## src/rtl/scope_pkg.sv

```systemverilog
`default_nettype none
// ============================================================================
//  Module   : scope_pkg
//  Purpose  : Shared encodings and defaults for the scope trigger/capture path
//  Revision : 1.0  initial release
// ============================================================================
package scope_pkg;

    // Default widths
    localparam int DEF_DATA_W = 12;
    localparam int DEF_ADDR_W = 10;

    // Sequencer states
    localparam logic [2:0] ST_IDLE    = 3'd0;
    localparam logic [2:0] ST_PREFILL = 3'd1;
    localparam logic [2:0] ST_ARMED   = 3'd2;
    localparam logic [2:0] ST_POST    = 3'd3;
    localparam logic [2:0] ST_HOLD    = 3'd4;

    // Trigger modes (2'b11 is folded onto normal when latched)
    localparam logic [1:0] TM_AUTO   = 2'b00;
    localparam logic [1:0] TM_NORMAL = 2'b01;
    localparam logic [1:0] TM_SINGLE = 2'b10;

    // Trigger slope
    localparam logic SLOPE_RISE = 1'b0;
    localparam logic SLOPE_FALL = 1'b1;

    // Counter width for a count limit, never narrower than one bit
    function automatic int cnt_w(input int limit);
        return (limit > 1) ? $clog2(limit) : 1;
    endfunction

endpackage
`default_nettype wire

```

## src/rtl/trig_detect.sv

```systemverilog
`default_nettype none
// ============================================================================
//  Module   : trig_detect
//  Purpose  : Level/slope crossing detector; remembers the previous written
//             sample and flags a crossing on the current strobe
//  Revision : 1.0  initial release
// ============================================================================
module trig_detect
    import scope_pkg::*;
#(
    parameter int DATA_W = DEF_DATA_W
) (
    input  logic              clock,
    input  logic              reset_n,
    input  logic              clear,
    input  logic              sample_en,
    input  logic [DATA_W-1:0] sample_in,
    input  logic [DATA_W-1:0] trig_level,
    input  logic              trig_slope,
    output logic              hit
);

    logic [DATA_W-1:0] r_prev;
    logic              r_prev_valid;
    logic              w_rise;
    logic              w_fall;

    // Previous-sample history; cleared at the start of every capture
    always_ff @(posedge clock or negedge reset_n) begin
        if (!reset_n) begin
            r_prev       <= '0;
            r_prev_valid <= 1'b0;
        end else if (clear) begin
            r_prev_valid <= 1'b0;
        end else if (sample_en) begin
            r_prev       <= sample_in;
            r_prev_valid <= 1'b1;
        end
    end

    // Unsigned crossing compares; a hit needs a valid previous sample
    assign w_rise = (r_prev < trig_level) && (sample_in >= trig_level);
    assign w_fall = (r_prev > trig_level) && (sample_in <= trig_level);
    assign hit    = sample_en && r_prev_valid &&
                    ((trig_slope == SLOPE_FALL) ? w_fall : w_rise);

endmodule
`default_nettype wire

```

## src/rtl/trigger_capture_ctrl.sv

```systemverilog
`default_nettype none
// ============================================================================
//  Module   : trigger_capture_ctrl
//  Purpose  : Circular sample writer with pre-trigger window, level/slope
//             trigger, auto-trigger timeout and frame freeze/holdoff
//  Revision : 1.0  initial release
// ============================================================================
module trigger_capture_ctrl
    import scope_pkg::*;
#(
    parameter int DATA_W  = DEF_DATA_W,
    parameter int ADDR_W  = DEF_ADDR_W,
    parameter int DEPTH   = 640,
    parameter int PRETRIG = 64,
    parameter int HOLDOFF = 262144,
    parameter int AUTO_TO = 4096
) (
    input  logic              clock,
    input  logic              reset_n,
    input  logic              sample_en,
    input  logic [DATA_W-1:0] sample_in,
    input  logic [DATA_W-1:0] trig_level,
    input  logic              trig_slope,
    input  logic [1:0]        trig_mode,
    input  logic              arm,
    output logic              wr_en,
    output logic [ADDR_W-1:0] wr_addr,
    output logic [DATA_W-1:0] wr_data,
    output logic [ADDR_W-1:0] base_addr,
    output logic              frame_valid,
    output logic              frame_done,
    output logic              triggered,
    output logic [2:0]        state
);

    localparam int PRE_W  = cnt_w(PRETRIG);
    localparam int AUTO_W = cnt_w(AUTO_TO);
    localparam int POST_W = cnt_w(DEPTH);
    localparam int HOLD_W = cnt_w(HOLDOFF);

    localparam logic [PRE_W-1:0]  C_PRE_LAST  = PRE_W'(PRETRIG - 1);
    localparam logic [AUTO_W-1:0] C_AUTO_LAST = AUTO_W'(AUTO_TO - 1);
    localparam logic [POST_W-1:0] C_POST_INIT = POST_W'(DEPTH - PRETRIG - 1);
    localparam logic [HOLD_W-1:0] C_HOLD_LAST = HOLD_W'(HOLDOFF - 1);
    localparam logic [ADDR_W-1:0] C_PTR_LAST  = ADDR_W'(DEPTH - 1);
    localparam logic [ADDR_W:0]   C_PRETRIG_X = (ADDR_W + 1)'(PRETRIG);
    localparam logic [ADDR_W:0]   C_DEPTH_X   = (ADDR_W + 1)'(DEPTH);

    logic [2:0]        r_state;
    logic [1:0]        r_mode;
    logic [ADDR_W-1:0] r_ptr;
    logic              r_wr_en;
    logic [ADDR_W-1:0] r_wr_addr;
    logic [DATA_W-1:0] r_wr_data;
    logic [ADDR_W-1:0] r_base_addr;
    logic              r_frame_valid;
    logic              r_frame_done;
    logic              r_triggered;
    logic [PRE_W-1:0]  r_pre_cnt;
    logic [AUTO_W-1:0] r_auto_cnt;
    logic [POST_W-1:0] r_post_cnt;
    logic [HOLD_W-1:0] r_hold_cnt;

    logic              w_write;
    logic              w_hit;
    logic              w_force;
    logic              w_idle_go;
    logic              w_hold_done;
    logic              w_enter_prefill;
    logic [1:0]        w_mode_in;
    logic [ADDR_W:0]   w_base_diff;
    logic [ADDR_W-1:0] w_base;
    logic [ADDR_W-1:0] w_ptr_next;

    // Acquisition strobes are only honoured while a capture is in flight
    assign w_write = sample_en &&
                     ((r_state == ST_PREFILL) || (r_state == ST_ARMED) ||
                      (r_state == ST_POST));

    assign w_mode_in       = (trig_mode == 2'b11) ? TM_NORMAL : trig_mode;
    assign w_idle_go       = (r_state == ST_IDLE) && ((trig_mode != TM_SINGLE) || arm);
    assign w_hold_done     = (r_state == ST_HOLD) && (r_hold_cnt == C_HOLD_LAST);
    assign w_enter_prefill = w_idle_go || (w_hold_done && (r_mode != TM_SINGLE));
    assign w_force         = (r_mode == TM_AUTO) && (r_auto_cnt == C_AUTO_LAST);

    // Frame start = trigger pointer minus pre-trigger window, modulo DEPTH
    assign w_base_diff = {1'b0, r_ptr} - C_PRETRIG_X;
    assign w_base      = w_base_diff[ADDR_W] ? ADDR_W'(w_base_diff + C_DEPTH_X)
                                             : w_base_diff[ADDR_W-1:0];
    assign w_ptr_next  = (r_ptr == C_PTR_LAST) ? '0 : r_ptr + 1'b1;

    trig_detect #(
        .DATA_W (DATA_W)
    ) u_trig_detect (
        .clock      (clock),
        .reset_n    (reset_n),
        .clear      (w_enter_prefill),
        .sample_en  (w_write),
        .sample_in  (sample_in),
        .trig_level (trig_level),
        .trig_slope (trig_slope),
        .hit        (w_hit)
    );

    // Sequencer, buffer write port and frame bookkeeping
    always_ff @(posedge clock or negedge reset_n) begin
        if (!reset_n) begin
            r_state       <= ST_IDLE;
            r_mode        <= TM_AUTO;
            r_ptr         <= '0;
            r_wr_en       <= 1'b0;
            r_wr_addr     <= '0;
            r_wr_data     <= '0;
            r_base_addr   <= '0;
            r_frame_valid <= 1'b0;
            r_frame_done  <= 1'b0;
            r_triggered   <= 1'b0;
            r_pre_cnt     <= '0;
            r_auto_cnt    <= '0;
            r_post_cnt    <= '0;
            r_hold_cnt    <= '0;
        end else begin
            r_wr_en      <= 1'b0;
            r_frame_done <= 1'b0;

            if (w_write) begin
                r_wr_en   <= 1'b1;
                r_wr_addr <= r_ptr;
                r_wr_data <= sample_in;
                r_ptr     <= w_ptr_next;
            end

            if (w_enter_prefill) begin
                r_state       <= ST_PREFILL;
                r_mode        <= w_mode_in;
                r_frame_valid <= 1'b0;
                r_pre_cnt     <= '0;
            end

            case (r_state)
                ST_IDLE: ;
                ST_PREFILL: begin
                    if (sample_en) begin
                        if (r_pre_cnt == C_PRE_LAST) begin
                            r_state    <= ST_ARMED;
                            r_auto_cnt <= '0;
                        end else begin
                            r_pre_cnt <= r_pre_cnt + 1'b1;
                        end
                    end
                end
                ST_ARMED: begin
                    if (sample_en) begin
                        if (w_hit || w_force) begin
                            r_base_addr <= w_base;
                            r_post_cnt  <= C_POST_INIT;
                            r_triggered <= w_hit;
                            if (C_POST_INIT == '0) begin
                                r_state       <= ST_HOLD;
                                r_hold_cnt    <= '0;
                                r_frame_done  <= 1'b1;
                                r_frame_valid <= 1'b1;
                            end else begin
                                r_state <= ST_POST;
                            end
                        end else begin
                            r_auto_cnt <= r_auto_cnt + 1'b1;
                        end
                    end
                end
                ST_POST: begin
                    if (sample_en) begin
                        r_post_cnt <= r_post_cnt - 1'b1;
                        if (r_post_cnt == POST_W'(1)) begin
                            r_state       <= ST_HOLD;
                            r_hold_cnt    <= '0;
                            r_frame_done  <= 1'b1;
                            r_frame_valid <= 1'b1;
                        end
                    end
                end
                ST_HOLD: begin
                    if (w_hold_done) begin
                        if (r_mode == TM_SINGLE) begin
                            r_state <= ST_IDLE;
                        end
                    end else begin
                        r_hold_cnt <= r_hold_cnt + 1'b1;
                    end
                end
                default: r_state <= ST_IDLE;
            endcase
        end
    end

    assign wr_en       = r_wr_en;
    assign wr_addr     = r_wr_addr;
    assign wr_data     = r_wr_data;
    assign base_addr   = r_base_addr;
    assign frame_valid = r_frame_valid;
    assign frame_done  = r_frame_done;
    assign triggered   = r_triggered;
    assign state       = r_state;

endmodule
`default_nettype wire

```

## config.mk

```make
export PLATFORM = sky130hd
export DESIGN_NAME = trigger_capture_ctrl
export DESIGN_NICKNAME = d
export VERILOG_FILES = /design/src/rtl/scope_pkg.sv /design/src/rtl/trig_detect.sv /design/src/rtl/trigger_capture_ctrl.sv
export SDC_FILE = /design/constraint.sdc
export NUM_CORES = 1
export LEC_CHECK = 0
export CELL_PAD_IN_SITES_DETAIL_PLACEMENT = 1
export CELL_PAD_IN_SITES_GLOBAL_PLACEMENT = 1
export CORE_ASPECT_RATIO = 1.1
export CORE_MARGIN = 4
export CORE_UTILIZATION = 46
export CTS_CLUSTER_DIAMETER = 120
export DETAILED_ROUTE_END_ITERATION = 10
export GPL_ROUTABILITY_DRIVEN = 0
export PLACE_DENSITY_LB_ADDON = 0.1
export SLEW_MARGIN = 20
export SYNTH_ARGS = -nofsm -noshare
export SYNTH_HDL_FRONTEND = slang
export SYNTH_SLANG_ARGS = --single-unit
export TNS_END_PERCENT = 5
```

## constraint.sdc

```tcl
create_clock -name clock -period 8.15 [get_ports clock]
set_input_delay 0.815 -clock clock [delete_from_list [all_inputs] [get_ports clock]]
set_output_delay 0.815 -clock clock [all_outputs]
set_load 0.005 [all_outputs]
```

==> results of run 1 <==
-- worst max-delay path: cells and delay by family --
kind                     cells  cell delay (ns)
AO/OA/AOI/OAI                3             0.79
XOR/XNOR                     1             0.16
adder cells (fa/ha/maj)      1             0.31
buffers and inverters        2             0.52
multiplexers                 1             0.31
AND/OR/NAND/NOR              3             1.26
-- metal layers --
metal	global-route usage [%]	share of wire (%)	vias up
met5	0	0	-
met4	6.931	1.8	0
met3	2.964	2.4	18
met2	38.34	54	54
met1	24.77	42	2249
li1	-	-	2174
-- cell families (layout without fill, tap and decap cells) --
logic type | count (synthesis) | count (layout) | share of synthesized area [%]
and+or+nand+nor | 279 | 279 | 23.18
DFF | 110 | 110 | 48.65
AOI/OAI and AO/OA | 79 | 79 | 8.669
buffers and inverters | 48 | 116 | 3.251
adders and majority gates | 34 | 34 | 7.519
xor gates and xnor gates | 31 | 31 | 4.799
muxes | 20 | 20 | 3.936
-- layout make-up --
cell class              count  area, sq um  area share, %
flip-flops and latches    110         2753          40.36
inverters                  28        105.1          1.541
clock inverters             6        93.84          1.376
multi-input cells         443         2726          39.97
repair buffers             72        710.7          10.42
well taps                 154        192.7          2.825
clock buffers              10        239.0          3.504
-- power breakdown --
group	total (mW)	switching (mW)	internal [mW]	leakage [nW]
logic	0.213	0.106	0.107	1.64
clock network	0.487	0.207	0.280	0.159
registers	0.645	0.0516	0.594	1.42
-- state kept, by name, indices dropped and copies added (netlist names) --
register and count:
triggered 1, frame_done 1, r_pre_cnt 6, r_post_cnt 10, state 3, frame_valid 1
r_mode 2, u_trig_detect.r_prev_valid 1, wr_addr 10, wr_data 12, base_addr 10, r_hold_cnt 18
r_ptr 10, wr_en 1, r_auto_cnt 12, u_trig_detect.r_prev 12
-- Yosys cell counts (2+ instances only) --
| cell | instances |
|---|---|
| and3_1 | 8 |
| buf_2 | 3 |
| nand2_1 | 122 |
| o211ai_1 | 3 |
| inv_1 | 28 |
| and2_1 | 8 |
| nand3_1 | 25 |
| and4_1 | 4 |
| o31ai_1 | 7 |
| a21o_1 | 7 |
| o21ai_0 | 25 |
| nor2b_1 | 9 |
| xnor2_1 | 16 |
| nor3_1 | 13 |
| nand4_1 | 18 |
| or3_1 | 4 |
| or2_2 | 4 |
| nor4_1 | 2 |
| xor2_1 | 15 |
| or4_1 | 8 |
| nor2_1 | 44 |
| clkbuf_1 | 16 |
| mux2_2 | 14 |
| nand2b_1 | 7 |
| a21oi_1 | 26 |
| dfrtp_1 | 110 |
| ha_1 | 34 |
| mux2i_1 | 5 |
-- worst paths after layout --
| path | start | to | slack (ns) | depth (start not counted) |
|---|---|---|---|---|
| setup reg to reg | u_trig_detect.r_prev[9] | r_auto_cnt[0] | 4.82 | 9 |
| max in group asynchronous | reset_n | u_trig_detect.r_prev[11] | 6.38 | 2 |
| hold / removal | reset_n | u_trig_detect.r_prev[7] | 0.46 | 1 |
| setup / recovery | trig_level[9] | r_auto_cnt[0] | 4.23 | 11 |
| hold reg to reg | wr_data[5] | wr_data[5] | 0.48 | 2 |
| min in group clock | wr_data[5] | wr_data[5] | 0.48 | 2 |
-- through the flow --
step | cell area [sq um] | total power [mW] | worst slack [ns] | hold slack, ns
after floorplan | 5658 | 0.7546 | 4.819 | 0.4393
after global placement | 6487 | 0.8533 | 3.933 | 0.4577
after detailed placement | 6487 | 0.8700 | 3.885 | 0.4684
after CTS | 6820 | 1.363 | 4.225 | 0.4751
after global routing | 6820 | 1.418 | 4.009 | 0.4986
final | 6820 | 1.345 | 4.227 | 0.4619
==> results_dict.tcl, run 1 <==
set metrics [dict create \
    dieArea_sq_mm 0.01414 \
    clk_latency_ns 0.35 \
    finish.utilization_pct 56.68 \
    fp.dieW_microns 113.7 \
    cp-end-kind "flop" \
    post_synth.cell_area_avg_sq_um 9.414 \
    synth_edf_count 0 \
    p_leak_nw 3.225 \
    dp_hpwl_microns 10140 \
    rsz0062_at_grt "no" \
    drtAntennaViolNets 0 \
    synth-async-reset-ratio_pct 100.0 \
    max_stage_delay_ns 0.64 \
    mostFrequentLayoutCells "122 x nand2_1, 110 x dfrtp_1, 68 x clkdlybuf4s50_1" \
    p_per_area_mw_per_mm2 197.2 \
    yosysTopAreaCellShare_pct 48.65 \
    ys_seq_area_share_pct 48.65 \
    clk_pin_slew_worst_paths_ns 0.08 \
    cts-htree-levels 3 \
    syn-num-nets 666 \
    via_per_inst 5.462 \
    setup_viol 0 \
    antenna_found_initial 0 \
    first_pass_iters 4 \
    synthTopCellsByArea "dfrtp_1 49%, nand2_1 8.1%, ha_1 7.5%" \
    routed_wl_microns 14230 \
    area_delta_synth_final_pct 20.54 \
    via_count 4495 \
    numPortBuffers 69 \
    clk_path_buf_depth 2 \
    hold_viol 0 \
    crit_arrival_ns 4.16 \
    ys.flop_type "dfrtp_1" \
    root_buffer "clkbuf_16" \
    crit_type "input pin to flop" \
    final_common_cell "nand2_1" \
    io_pins 70 \
    crit_required_ns 8.38 \
    cts_made_buffers 9 \
    postCtsSetupRepairBufs 0 \
    fin_worst_skew_ns 0.009677 \
    hold_buffers 0 \
    ir_drop_v 0.0001383 \
    cts_resized 0 \
    synth_seq_cells 110 \
    n_fill_cell 1366 \
    diodes 0 \
    start_util_pct 47.02 \
    instances_no_fill 823 \
    grt_pass1_vias 5064 \
    core_sq_mm 0.01203 \
    cts_tree "yes" \
    die_height_microns 124.3 \
    place_inst 807 \
    grt_usage_pct 20.93 \
    wire_per_inst_microns 17.29 \
    slew_headroom_pct 40.70 \
    critPathLaunchType "input pin" \
    num_rows 42 \
    slowest_stage "or4_4" \
    drive_above_1_share_pct 6.278 \
    yosys_warnings 0 \
    hp-class "input pin to async pin" \
    nNetsFinal 729 \
    yosysTopAreaCell "dfrtp_1" \
    overflow 0 \
    critPathMaxFanout 21 \
    cap_violations 0 \
    status "finished clean" \
    tightest_slew_ns 0.8894 \
    drc 0 \
    slew_violations 0 \
    grt_pass1_wl_microns 24350 \
    path_cells "clkdlybuf4s50_1 -> inv_1 -> ha_1 -> a21o_1 -> a21oi_1 -> nor2b_1 -> or4_1 -> xnor2_1 -> o2111a_1 -> or4_4 -> mux2_4" \
    synthesis.area_sq_mm 0.005658 \
    period_minus_slack_ns 3.923 \
    netlist_instances 601 \
    grt_max_degree 71 \
    clock_sinks 110 \
    setup_tns_ns 0 \
    drt_iter0_markers 150 \
    ys_types 44 \
    fin_crit_sh_pct 48.13 \
    max_freq_mhz 254.9 \
]
Note: power is estimated with default switching activity, not from simulation.
==> inputs of run 2 (changes only) <==
--- a/config.mk
+++ b/config.mk
@@ -9,7 +9,7 @@
 export CELL_PAD_IN_SITES_GLOBAL_PLACEMENT = 1
 export CORE_ASPECT_RATIO = 1.1
 export CORE_MARGIN = 4
-export CORE_UTILIZATION = 46
+export CORE_UTILIZATION = 43
 export CTS_CLUSTER_DIAMETER = 120
 export DETAILED_ROUTE_END_ITERATION = 10
 export GPL_ROUTABILITY_DRIVEN = 0
==> constraint.sdc (replaced) <==
create_clock -name clock -period 3.77 [get_ports clock]
set_input_delay 0.377 -clock clock [delete_from_list [all_inputs] [get_ports clock]]
set_output_delay 0.377 -clock clock [all_outputs]
set_load 0.005 [all_outputs]
==> run 2 against run 1 <==
  * Wire length fell by 3.9%
  * Cell count rose by 0.61%
  * Highest routed layer unchanged
  * Sequential cell count did not move
  * Via count fell by 0.91%
  * Setup slack got worse by 3.6 ns
  * Non-clock buffer count rose by 3
  * Largest cell class unchanged
  * Critical path type unchanged
==> results_dict.tcl, run 2 (synthesis gave the netlist of run 1 again) <==
set metrics [dict create \
    grt_pass1_wl_microns 23790 \
    drive_above_1_share_pct 6.557 \
    die_height_microns 128.3 \
    p_leak_nw 3.216 \
    core_sq_mm 0.01275 \
    ff_latch_area_sq_mm 0.002753 \
    place_inst 813 \
    largest_reg_flops 18 \
    fin_crit_sh_pct 83.99 \
    stdcell_area_sq_mm 0.006813 \
    cts_resized 0 \
    critPathMaxFanout 3 \
    routed-wl-met2_microns 7174 \
    fin_hold_ws_ns 0.09693 \
    mostFrequentLayoutCells "122 x nand2_1, 110 x dfrtp_1, 68 x clkdlybuf4s50_1" \
    cp-end-kind "flop" \
    hold_buffers 0 \
    nNetsFinal 732 \
    via_count 4454 \
    io_pins 70 \
    drc 0 \
    reg2reg_from "u_trig_detect.r_prev[9]" \
    max_stage_delay_ns 0.55 \
    clock_sinks 110 \
    route.layer.met1.wl_microns 5894 \
    via_per_inst 5.379 \
    clk_latency_ns 0.35 \
    antenna_found_initial 0 \
    slew_violations 0 \
    num_rows 43 \
    rsz0062_at_grt "no" \
    fp.dieW_microns 117.4 \
    drt_iter0_markers 235 \
    grt_pass1_vias 4948 \
    wl_met3_microns 336 \
    highest_layer "met4" \
    fin_worst_skew_ns 0.009874 \
    top_register "r_hold_cnt" \
    numPortBuffers 69 \
    tightest_slew_ns 0.6968 \
    reg2reg_depth 9 \
    setup_viol 0 \
    area_delta_synth_final_pct 20.41 \
    diodes 0 \
    slew_headroom_pct 53.19 \
    drtAntennaViolNets 0 \
    ir_drop_v 0.0002215 \
    n_fill_cell 1446 \
    routed_wl_microns 13680 \
    max_freq_mhz 315.8 \
    crit_cells 11 \
    dp_hpwl_microns 9808 \
    path_cells "clkdlybuf4s50_1 -> inv_1 -> ha_1 -> a21o_1 -> a21oi_1 -> nor2b_1 -> or4_1 -> xnor2_1 -> o2111a_1 -> or4_4 -> mux2_4" \
    first_pass_iters 4 \
    instances_no_fill 828 \
    crit_required_ns 4.01 \
    dpl_cell_area_sq_mm 0.006539 \
    cts-htree-levels 3 \
    clk_pin_slew_worst_paths_ns 0.07 \
    slowest_stage "or4_1" \
    hp-class "input pin to async pin" \
    crit_arrival_ns 3.40 \
    hold_viol 0 \
    start_util_pct 44.37 \
    grt_usage_pct 19.18 \
    cts_tree "yes" \
    critPathLaunchType "input pin" \
    crit_type "input pin to flop" \
    dieArea_sq_mm 0.01506 \
    grt_max_degree 111 \
    multi_input_area_sq_mm 0.002726 \
    cts_made_buffers 9 \
    period_minus_slack_ns 3.166 \
    p_per_area_mw_per_mm2 402.7 \
    critPathLaunch "trig_level[9]" \
    cap_violations 0 \
    status "finished clean" \
    critPathTopFamily "simple AND/OR/NAND/NOR gates" \
    root_buffer "clkbuf_16" \
    wire_per_inst_microns 16.52 \
    clk_path_buf_depth 2 \
    overflow 0 \
    critPathBufInv 2 \
    setup_tns_ns 0 \
    final_common_cell "nand2_1" \
    postCtsSetupRepairBufs 0 \
]
## run 2: changes by cell type in the layout (fill, tap and decap cells not counted), sizes merged
cell,previous run,this run
clkinvlp,1,3
clkbuf,10,9
bufinv,2,0
buf,4,7
## run 2: worst register-to-register path: cells and delay by family (launching register included)
family | cells | cell delay (ns)
AO/OA/AOI/OAI | 3 | 0.58
adder cells (fa/ha/maj) | 1 | 0.30
flip-flops | 1 | 0.39
XOR/XNOR | 1 | 0.17
multiplexers | 1 | 0.31
AND/OR/NAND/NOR | 3 | 1.15
## run 2: final cells by class
class,count,share of cell area [%]
Multi-Input combinational cell,443,40.02
Clock inverter,6,0.7163
Timing Repair Buffer,75,11.13
Inverter,28,1.543
Sequential cell,110,40.40
Tap cell,157,2.883
Clock buffer,9,3.306
## run 2: worst paths after layout
check                                endpoint  slack (ns)
worst max-delay path            r_auto_cnt[0]        0.60
min in group clock                 wr_data[0]        0.48
worst min-delay path            r_auto_cnt[5]         0.1
worst min register to register     wr_data[0]        0.48
worst max register to register  r_auto_cnt[0]        0.76
max in group asynchronous        base_addr[4]        3.22
## run 2: report_power, final
group	internal [mW]	switching [mW]	total, mW
logic	0.234	0.228	0.462
registers	1.28	0.102	1.39
clock network	0.450	0.446	0.895
total	1.97	0.776	2.74
## run 2: per-layer routing
layer	track usage (%)	vias to the layer above
met3	3.486	19
met2	35.31	54
met4	7.039	0
met1	22.56	2198
li1	-	2183
met5	0	-
## run 2: metrics by stage
| stage | power (mW) | worst slack, ns | utilization, % |
|---|---|---|---|
| after floorplan | 1.631 | 0.8775 | - |
| after global placement | 1.845 | 0.2743 | 51.28 |
| after detailed placement | 1.876 | 0.2416 | 51.28 |
| after CTS | 2.787 | 0.6044 | 53.43 |
| after global routing | 2.904 | 0.4071 | 53.43 |
| final | 2.743 | 0.6035 | 53.43 |
==> inputs of run 3 (changes only) <==
--- a/config.mk
+++ b/config.mk
@@ -9,7 +9,7 @@
 export CELL_PAD_IN_SITES_GLOBAL_PLACEMENT = 1
 export CORE_ASPECT_RATIO = 1.1
 export CORE_MARGIN = 4
-export CORE_UTILIZATION = 43
+export CORE_UTILIZATION = 39
 export CTS_CLUSTER_DIAMETER = 120
 export DETAILED_ROUTE_END_ITERATION = 10
 export GPL_ROUTABILITY_DRIVEN = 0
==> constraint.sdc (replaced) <==
create_clock -name clock -period 2.8 [get_ports clock]
set_input_delay 0.28 -clock clock [delete_from_list [all_inputs] [get_ports clock]]
set_output_delay 0.28 -clock clock [all_outputs]
set_load 0.005 [all_outputs]
==> run 3 against run 2 <==
  * The flow now finishes with violations (negative setup slack)
  * Critical path depth grew 1
  * Non-clock buffer count grew 25
  * Clock skew shrank 0.0031 ns
==> results_dict.tcl, run 3 (synthesis gave the netlist of run 1 again) <==
set metrics [dict create \
    status "finished, violations left" \
    violations "negative setup slack" \
    overflow 0 \
    numPortBuffers 69 \
    dieArea_sq_mm 0.01650 \
    power.total_mw 3.800 \
    reg2reg_depth 9 \
    clk_latency_ns 0.35 \
    cts_made_buffers 9 \
    pre_cts_ws_ns -0.5917 \
    cts_tree "yes" \
    tightest_slew_ns 0.7373 \
    hold_viol 0 \
    io_pins 70 \
    clk_pin_slew_worst_paths_ns 0.08 \
    routed-wl-met2_microns 7513 \
    route.layer.met1.wl_microns 6193 \
    area_delta_synth_final_pct 29.30 \
    via_per_inst 5.226 \
    clock_sinks 110 \
    rsz0062_at_grt "yes" \
    critPathBufInv 4 \
    via_count 4625 \
    cp-end-kind "flop" \
    final_common_cell "nand2_1" \
    die_height_microns 134.3 \
    p_per_area_mw_per_mm2 519.4 \
    drtAntennaViolNets 0 \
    root_buffer "clkbuf_16" \
    cap_violations 0 \
    setup_slack_ns -0.09555 \
    slew_violations 0 \
    fin_worst_skew_ns 0.006739 \
    drt_iter0_markers 149 \
    nNetsFinal 757 \
    num_rows 45 \
    cts-htree-levels 3 \
    critPathLaunch "trig_level[7]" \
    drive_above_1_share_pct 15.78 \
    crit_cells 12 \
    fin_crit_sh_pct 103.4 \
    r2r-end "r_auto_cnt[0]" \
    first_pass_iters 4 \
    dp_hpwl_microns 10130 \
    slew_headroom_pct 50.67 \
    grt_usage_pct 17.96 \
    crit_required_ns 3.04 \
    r2r_slack_ns -0.08 \
    ir_drop_v 0.0003163 \
    setup_viol 7 \
    period_minus_slack_ns 2.896 \
    p_leak_nw 3.399 \
    slowest_stage "or4_4" \
    core_sq_mm 0.01402 \
    max_freq_mhz 345.4 \
    grt_pass1_vias 5005 \
    antenna_found_initial 0 \
    top_register "r_hold_cnt" \
    drc 0 \
    crit_path_end "r_auto_cnt[0]" \
    wire_per_inst_microns 16.22 \
    critPathMaxFanout 3 \
    mostFrequentLayoutCells "122 x nand2_1, 110 x dfrtp_1, 64 x clkdlybuf4s50_1" \
    fp.dieW_microns 122.8 \
    wl_met3_microns 363 \
    path_cells "clkdlybuf4s50_1 -> inv_1 -> buf_4 -> ha_4 -> buf_4 -> a21oi_2 -> a21oi_2 -> a2111oi_4 -> xnor2_2 -> o2111a_2 -> or4_4 -> mux2_4" \
    hp-class "input pin to async pin" \
    crit_type "input pin to flop" \
    routed_wl_microns 14360 \
    diodes 0 \
    highest_layer "met4" \
    grt_max_degree 65 \
    crit_arrival_ns 3.14 \
    largest_reg_flops 18 \
    max_stage_delay_ns 0.53 \
    start_util_pct 40.36 \
    critPathTopFamily "compound AO/OA/AOI/OAI gates" \
    reg2reg_from "u_trig_detect.r_prev[9]" \
    critPathLaunchType "input pin" \
    finish.utilization_pct 52.18 \
    grt_pass1_wl_microns 23900 \
    clk_path_buf_depth 2 \
]
[run 3: changes by cell type in the layout (fill, tap and decap cells not counted), sizes merged]
cell | before | now
buf | 7 | 30
clkbuf | 9 | 10
clkdlybuf4s50 | 68 | 64
clkinv | 2 | 5
clkinvlp | 3 | 0
dlygate4sd2 | 0 | 3
dlygate4sd3 | 0 | 1
dlymetal6s2s | 0 | 1
inv | 29 | 30
[run 3: metrics by stage]
step                cell area [sq um]  instances  setup TNS [ns]  hold slack, ns
finish                           7316        885         -0.2722          0.4769
global route                     7316        885          -1.548          0.4994
CTS                              7159        882          -1.116          0.4817
detailed placement               6724        863          -14.92          0.3506
global placement                 6724        863          -13.58          0.3460
floorplan                        5662        601               0        -0.01559
[run 3: where the power goes]
| part | internal, mW | switching [mW] |
|---|---|---|
| clock | 0.616 | 0.629 |
| sequential | 1.73 | 0.148 |
| combinational | 0.356 | 0.323 |
[run 3: what timing repair did]
action	in CTS	in global routing
setup endpoints to repair	27	27
hold buffers	1	0
pin swaps	19	21
endpoints found under the hold margin	46	0
gates resized for setup	26	27
setup buffers	2	3
[run 3: worst min-delay path by stage]
stage          cells after the start         from       endpoint  slack (ns)
4_1_cts                            2   wr_data[4]     wr_data[4]        0.48
2_1_floorplan                      0      reset_n   base_addr[0]       -0.02
3_3_place_gp                       1      reset_n  r_auto_cnt[6]        0.35
3_5_place_dp                       1      reset_n  r_auto_cnt[4]        0.35
6_report                           2      reset_n  r_auto_cnt[6]        0.48
5_1_grt                            1  frame_valid    frame_valid        0.50
[run 3: layer usage]
metal  up-vias  GRT usage [%]
li1       2233              -
met1      2317          21.09
met2        54          32.27
met3        21          2.826
met4         0          7.343
met5         -              0
[run 3: worst reg2reg max path, cell delays in order (launching register included)]
cell and delay (ns):
dfrtp_1 0.41, ha_4 0.23, a21o_1 0.17, a21oi_2 0.11, nor2b_1 0.05, or4_4 0.51
xnor2_2 0.15, o2111a_2 0.30, or4_4 0.53, mux2_4 0.30
[run 3: area by class of cell]
cell class / count / area, sq um
inverter: 28 / 105.1
timing repair buffer: 100 / 963.4
clock buffer: 9 / 225.2
clock inverter: 7 / 57.56
tap: 188 / 235.2
multi-input combinational: 443 / 2977
sequential: 110 / 2753
fill: 1550 / 6704
